**config.mk**
```make
export PLATFORM = sky130hd
export DESIGN_NAME = nonce_result_queue_flat
export DESIGN_NICKNAME = d
export VERILOG_FILES = /design/src/rtl/nonce_result_queue_if.sv /design/src/rtl/nonce_result_queue.sv /design/src/flat_wrapper.sv
export SDC_FILE = /design/constraint.sdc
export NUM_CORES = 1
export LEC_CHECK = 0
export BUFFER_PORTS_ARGS = -buffer_cell sky130_fd_sc_hd__clkbuf_2
export CORE_UTILIZATION = 37
export DETAILED_ROUTE_END_ITERATION = 12
export PLACE_DENSITY = 0.57
export SYNTH_ARGS = -nofsm -noshare
export SYNTH_HDL_FRONTEND = slang
export SYNTH_SLANG_ARGS = --single-unit
```
**constraint.sdc**
```tcl
create_clock -name clk -period 7.2 [get_ports clk]
set_clock_uncertainty 0.05 [all_clocks]
set_input_delay 1.44 -clock clk [delete_from_list [all_inputs] [get_ports clk]]
set_output_delay 1.44 -clock clk [all_outputs]
set_load 0.01 [all_outputs]
```
**src/rtl/nonce_result_queue_if.sv**
```systemverilog
// rtl/nonce_result_queue_if.sv - nonce ingress and transmitter handshake bundle for nonce_result_queue.
// master: the queue itself; slave: hashing cores, transmitter and status observers.
interface nonce_result_queue_if #(
  parameter int DEPTH_LOG2 = 3
);
  logic                  nonce_valid;
  logic [31:0]           nonce;
  logic                  tx_busy;
  logic                  tx_send;
  logic [31:0]           tx_word;
  logic [DEPTH_LOG2:0]   count;
  logic                  overflow;

  modport master (
    input  nonce_valid, nonce, tx_busy,
    output tx_send, tx_word, count, overflow
  );

  modport slave (
    output nonce_valid, nonce, tx_busy,
    input  tx_send, tx_word, count, overflow
  );
endinterface

```
**src/rtl/nonce_result_queue.sv**
```systemverilog
// rtl/nonce_result_queue.sv - golden-nonce FIFO drained to a serial transmitter by a send/ack FSM.
// Optional CONFIG_NONCE_DEDUP_EN drops a nonce equal to the most recently accepted one.
module nonce_result_queue #(
  parameter int DEPTH_LOG2 = 3,
  parameter int WAIT_LIMIT = 16
) (
  input  logic                  clk,
  input  logic                  reset,
  nonce_result_queue_if.master  bus
);
  localparam int DEPTH = 1 << DEPTH_LOG2;
  localparam int WCW   = $clog2(WAIT_LIMIT + 1);

  typedef enum logic [1:0] {IDLE, SEND, WAIT_BUSY, WAIT_DONE} state_e;

  state_e              state_q;
  logic [31:0]         mem_q [DEPTH];
  logic [DEPTH_LOG2:0] wr_ptr_q, wr_ptr_d;
  logic [DEPTH_LOG2:0] rd_ptr_q, rd_ptr_d;
  logic                overflow_q, overflow_d;
  logic                tx_send_q;
  logic [31:0]         tx_word_q;
  logic [WCW-1:0]      wait_cnt_q;
  logic                empty, full, pop, push, dup;

  assign empty = (wr_ptr_q == rd_ptr_q);
  assign full  = (wr_ptr_q[DEPTH_LOG2] != rd_ptr_q[DEPTH_LOG2]) &&
                 (wr_ptr_q[DEPTH_LOG2-1:0] == rd_ptr_q[DEPTH_LOG2-1:0]);
  // A pop on the same edge frees the slot, so a push at full still lands.
  assign pop   = (state_q == WAIT_BUSY) && bus.tx_busy;
  assign push  = bus.nonce_valid && !dup && (!full || pop);

`ifdef CONFIG_NONCE_DEDUP_EN
  logic [31:0] last_q;
  logic        last_vld_q;

  assign dup = last_vld_q && (bus.nonce == last_q);

  always_ff @(posedge clk) begin
    if (reset) begin
      last_q     <= '0;
      last_vld_q <= 1'b0;
    end else if (push) begin
      last_q     <= bus.nonce;
      last_vld_q <= 1'b1;
    end
  end
`else
  assign dup = 1'b0;
`endif

  always_comb begin
    wr_ptr_d   = wr_ptr_q;
    rd_ptr_d   = rd_ptr_q;
    overflow_d = overflow_q | (bus.nonce_valid && !dup && full && !pop);
    if (push) wr_ptr_d = wr_ptr_q + 1'b1;
    if (pop)  rd_ptr_d = rd_ptr_q + 1'b1;
  end

  always_ff @(posedge clk) begin
    if (push) mem_q[wr_ptr_q[DEPTH_LOG2-1:0]] <= bus.nonce;
  end

  always_ff @(posedge clk) begin
    if (reset) begin
      wr_ptr_q   <= '0;
      rd_ptr_q   <= '0;
      overflow_q <= 1'b0;
    end else begin
      wr_ptr_q   <= wr_ptr_d;
      rd_ptr_q   <= rd_ptr_d;
      overflow_q <= overflow_d;
    end
  end

  // The head entry stays queued until the transmitter acknowledges with busy,
  // so an ignored request simply times out and the same word is offered again.
  always_ff @(posedge clk) begin
    if (reset) begin
      state_q    <= IDLE;
      tx_send_q  <= 1'b0;
      tx_word_q  <= '0;
      wait_cnt_q <= '0;
    end else begin
      tx_send_q <= 1'b0;
      case (state_q)
        IDLE: begin
          if (!empty && !bus.tx_busy) begin
            state_q   <= SEND;
            tx_send_q <= 1'b1;
            tx_word_q <= mem_q[rd_ptr_q[DEPTH_LOG2-1:0]];
          end
        end
        SEND: begin
          state_q    <= WAIT_BUSY;
          wait_cnt_q <= '0;
        end
        WAIT_BUSY: begin
          if (bus.tx_busy) begin
            state_q <= WAIT_DONE;
          end else if (wait_cnt_q == WCW'(WAIT_LIMIT - 1)) begin
            state_q <= IDLE;
          end else begin
            wait_cnt_q <= wait_cnt_q + 1'b1;
          end
        end
        WAIT_DONE: begin
          if (!bus.tx_busy) state_q <= IDLE;
        end
        default: state_q <= IDLE;
      endcase
    end
  end

  assign bus.tx_send  = tx_send_q;
  assign bus.tx_word  = tx_word_q;
  assign bus.count    = wr_ptr_q - rd_ptr_q;
  assign bus.overflow = overflow_q;
endmodule

```
**src/flat_wrapper.sv**
```systemverilog
// flat-port wrapper written by rule: the top's interface ports become plain ports
module nonce_result_queue_flat 
#(
  parameter int DEPTH_LOG2 = 3,
  parameter int WAIT_LIMIT = 16
)
  (clk, reset, bus_nonce_valid, bus_nonce, bus_tx_busy, bus_tx_send, bus_tx_word, bus_count, bus_overflow);
  nonce_result_queue_if #(.DEPTH_LOG2(DEPTH_LOG2)) bus_i ();
  input  logic clk;
  input  logic reset;
  input wire logic [$bits(bus_i.nonce_valid)-1:0] bus_nonce_valid;
  input wire logic [$bits(bus_i.nonce)-1:0] bus_nonce;
  input wire logic [$bits(bus_i.tx_busy)-1:0] bus_tx_busy;
  output wire logic [$bits(bus_i.tx_send)-1:0] bus_tx_send;
  output wire logic [$bits(bus_i.tx_word)-1:0] bus_tx_word;
  output wire logic [$bits(bus_i.count)-1:0] bus_count;
  output wire logic [$bits(bus_i.overflow)-1:0] bus_overflow;
  assign bus_i.nonce_valid = bus_nonce_valid;
  assign bus_i.nonce = bus_nonce;
  assign bus_i.tx_busy = bus_tx_busy;
  assign bus_tx_send = bus_i.tx_send;
  assign bus_tx_word = bus_i.tx_word;
  assign bus_count = bus_i.count;
  assign bus_overflow = bus_i.overflow;
  nonce_result_queue #(.DEPTH_LOG2(DEPTH_LOG2), .WAIT_LIMIT(WAIT_LIMIT)) u_core (.clk(clk), .reset(reset), .bus(bus_i));
endmodule
```
==> flow_summary.yaml <==
run_status:
  run_status: "complete, but fails checks"
  failed_checks: "design-rule violations"
yosys:
  synthArstFlopShare: 0
  synth_enable_flop_cells: 256
  synth_most_common_cell: "sky130_fd_sc_hd__edfxtp_1"
  yosysTopAreaCell: "sky130_fd_sc_hd__edfxtp_1"
  synth-compound-area-share: 0.0457
  post_synth_num_cell_types: 42
  synthFlopType: "sky130_fd_sc_hd__edfxtp_1"
  synth.mux.area_fraction: 0.125
  synth_nets: 666
  yosys_warnings: 0
  yosys.area_share.adder: 0.00921
  synthesis.instances: 622
  seq_area_frac_synth: 0.742
  synth_largest_type_area_fraction: 0.658
  synth-xor-area-share: 0.00964
  yosys.area_share.simple: 0.0503
  synth_area_um2: 11700
  post_synth_main_area_contributors: "sky130_fd_sc_hd__edfxtp_1 66%, sky130_fd_sc_hd__mux4_2 12%, sky130_fd_sc_hd__dfxtp_1 8.4%"
  synth_top_family_by_area: "multiplexers"
  postSynthRegisterBits: 305
  ys_top_cells_by_count: "256 x sky130_fd_sc_hd__edfxtp_1, 69 x sky130_fd_sc_hd__nand2_1, 64 x sky130_fd_sc_hd__mux4_2, 49 x sky130_fd_sc_hd__dfxtp_1, 46 x sky130_fd_sc_hd__nor2_1"
  postSynthAreaPerCell_um2: 18.8
grt:
  grt_util_met3: 0.0306
  grt_resource_usage_total: 0.152
  gr-usage-met1: 0.198
  globalRouteOverflowTotal: 0
  pin_count_of_the_biggest_net_entering_global_routing: 57
  groute.layer.met2.usage: 0.257
  initial_antenna_violation_count: 1
  grt_pass1_wl_um: 37400
  global_route.peak_usage_layer: "met2"
  first_global_vias: 6448
timing:
  max_freq_mhz: 228
  final-max-slew-violation-count: 0
  slew_headroom: 0.198
  final_period_minus_worst_setup_slack_ns: 4.39
  setup_violations: 0
  tightest_pin_transition_ns: 1.20
  min_period_over_period: 0.610
  setup_tns_ns: 0
  final_hold_viol_count: 0
  grt_setup_unrepaired: "no"
route:
  detail_route.first_pass.iterations: 8
  routed_wire_length_per_instance_um: 20.8
  route.detailed.vias_per_inst: 5.21
  count_of_vias_placed_by_the_detailed_router: 5891
  iteration_0_drc_markers: 359
  antenna_violating_nets_post_route: 0
  remaining_drc_errors: 10
  detail_route.wirelength_um: 23600
final_layout:
  layout.filler_cells: 2633
  drive_above_1_share: 0.327
  multiInputGateArea_um2: 2860
  net_count_of_the_finished_layout: 752
  layout.core_utilization: 0.445
  areaGrowthSynthToFinish_pct: 17.3
  layout.area.seq_um2: 8670
clock_tree:
  cts_inserted_buffers: 34
  cts.hold.buffers_added: 0
  cts_clk_pin_slew_worst_paths_ns: 0.06
  cts.sinks: 305
  tritoncts: "yes"
  clock_latency_ns: 0.51
  clk_root_buffer_cell: "sky130_fd_sc_hd__clkbuf_16"
  post_cts.repair.setup_buffers: 0
  clockBufferDepth: 3
  post_cts_resize_count: 0
  htreeDepth: 2
hold_path:
  min_delay_worst_endpoint: "u_core.bus.overflow$_SDFF_PP0_"
  min-delay-start: "u_core.bus.overflow$_SDFF_PP0_"
  timing.hold.worst_path_depth: 2
  worstHoldPathType: "register to register"
power:
  vdd_drop_max_mv: 0.124
  leakage_power_nw: 4.45
  power.density_cell_area_nw_per_um2: 297
job:
  number_of_max_cap_violations: 0
critical_path:
  timing_worst_setup_path_type: "register to output pin"
  cp_data_arrival_time_ns: 2.90
  worst-r2r-cell-count: 8
  timing.critical_path.to_type: "output pin"
  cp_data_required_time_ns: 5.71
  worst-path-max-fanout: 56
  cp_launch_type: "register"
  rrSetupSlack_ns: 3.15
  worst_r2r_endpoint: "u_core.mem_q[4][18]$_DFFE_PP_"
  r2r_start: "u_core.rd_ptr_q[2]$_SDFFE_PP0P_"
floorplanning:
  die_area_um2: 32300
  die_width_um: 180
  total_number_of_placement_rows: 64
  core_um2: 30800
  dieHeight_um: 180
  start_util: 0.379
  io_pins: 74
place:
  gp_routability_congestion: 0.730
  io_buffers: 73
  dp_hpwl_um: 13300
[cell type report]
type / instances / area share
diodes: 1 / 0.000183
clock buffers: 46 / 0.0720
clock inverters: 16 / 0.0142
inverters: 9 / 0.00247
multi-input cells: 273 / 0.209
flip-flops and latches: 305 / 0.633
well taps: 396 / 0.0362
repair buffers: 85 / 0.0332
[metrics by stage]
| step | cell area, um2 | hold WS [ns] | cells | setup slack [ns] | power [mW] |
|---|---|---|---|---|---|
| floorplan | 11700 | 0.414 | 622 | 1.62 | 2.24 |
| global placement | 12500 | 0.407 | 1068 | 3.08 | 2.34 |
| detailed placement | 12500 | 0.426 | 1068 | 3.04 | 2.35 |
| CTS | 13700 | 0.444 | 1130 | 2.70 | 4.11 |
| global route | 13700 | 0.477 | 1130 | 2.61 | 4.21 |
| finish | 13700 | 0.441 | 1131 | 2.81 | 4.07 |
[critical path, stage by stage, from the launching register on]
cell and delay, ns:
sky130_fd_sc_hd__dfxtp_2 0.31, sky130_fd_sc_hd__buf_4 0.65, sky130_fd_sc_hd__inv_1 0.48, sky130_fd_sc_hd__ha_1 0.48, sky130_fd_sc_hd__a21oi_1 0.18, sky130_fd_sc_hd__xnor2_1 0.14
sky130_fd_sc_hd__clkbuf_2 0.15
[worst max path at each step]
stage	start	to	slack [ns]	cells after the start
final	u_core.rd_ptr_q[2]$_SDFFE_PP0P_	bus_count[3]	2.81	6
after global routing	u_core.rd_ptr_q[2]$_SDFFE_PP0P_	bus_count[3]	2.61	6
after CTS	u_core.rd_ptr_q[2]$_SDFFE_PP0P_	bus_count[3]	2.70	6
after detailed placement	u_core.rd_ptr_q[2]$_SDFFE_PP0P_	u_core.mem_q[4][25]$_DFFE_PP_	3.04	8
after global placement	u_core.rd_ptr_q[2]$_SDFFE_PP0P_	u_core.mem_q[4][21]$_DFFE_PP_	3.08	8
after floorplan	bus_tx_busy	u_core.mem_q[3][0]$_DFFE_PP_	1.62	4
[flip-flops by register name (all words and copies together), names as in the netlist]
name                 flops
u_core.wait_cnt_q        5
u_core.state_q           2
u_core.bus.tx_send       1
u_core.rd_ptr_q          4
u_core.bus.tx_word      32
u_core.mem_q           256
u_core.bus.overflow      1
u_core.wr_ptr_q          4
[placed cells by master (no fill, tap or decap), types with 3 or more instances in the layout]
| cell type | n |
|---|---|
| sky130_fd_sc_hd__a21oi_1 | 6 |
| sky130_fd_sc_hd__a311oi_1 | 11 |
| sky130_fd_sc_hd__a311oi_2 | 20 |
| sky130_fd_sc_hd__buf_4 | 12 |
| sky130_fd_sc_hd__bufinv_16 | 3 |
| sky130_fd_sc_hd__clkbuf_1 | 4 |
| sky130_fd_sc_hd__clkbuf_16 | 35 |
| sky130_fd_sc_hd__clkbuf_2 | 73 |
| sky130_fd_sc_hd__clkbuf_8 | 7 |
| sky130_fd_sc_hd__clkinv_1 | 3 |
| sky130_fd_sc_hd__clkinv_2 | 4 |
| sky130_fd_sc_hd__clkinv_8 | 3 |
| sky130_fd_sc_hd__dfxtp_1 | 46 |
| sky130_fd_sc_hd__edfxtp_1 | 256 |
| sky130_fd_sc_hd__ha_1 | 7 |
| sky130_fd_sc_hd__inv_1 | 9 |
| sky130_fd_sc_hd__mux4_2 | 64 |
| sky130_fd_sc_hd__nand2_1 | 69 |
| sky130_fd_sc_hd__nand3_1 | 3 |
| sky130_fd_sc_hd__nand4_1 | 3 |
| sky130_fd_sc_hd__nor2_1 | 44 |
| sky130_fd_sc_hd__nor2b_1 | 3 |
| sky130_fd_sc_hd__nor3_2 | 3 |
| sky130_fd_sc_hd__xnor2_1 | 7 |
| sky130_fd_sc_hd__xor2_1 | 4 |
[power breakdown]
| part | switching [mW] | leakage [nW] | internal (mW) |
|---|---|---|---|
| clock network | 0.685 | 0.574 | 1.08 |
| registers | 0.0372 | 2.73 | 1.98 |
| logic | 0.165 | 1.15 | 0.119 |
| total | 0.888 | 4.45 | 3.18 |
[logic make-up (layout without fill, tap and decap cells)]
logic type	count (synthesis)	after routing
AOI/OAI and AO/OA	47	47
xor gates and xnor gates	12	12
adders and majority gates	8	8
buffers and inverters	44	156
DFF	305	305
muxes	66	66
other	0	1
and+or+nand+nor	140	140
[layer usage]
metal  up-vias  routed length, um
met5         -                  0
met4         0                381
met3        32               1140
met2       134              11700
met1      3083              10400
li1       2642                  -
Power figures use the tool's default switching activity.
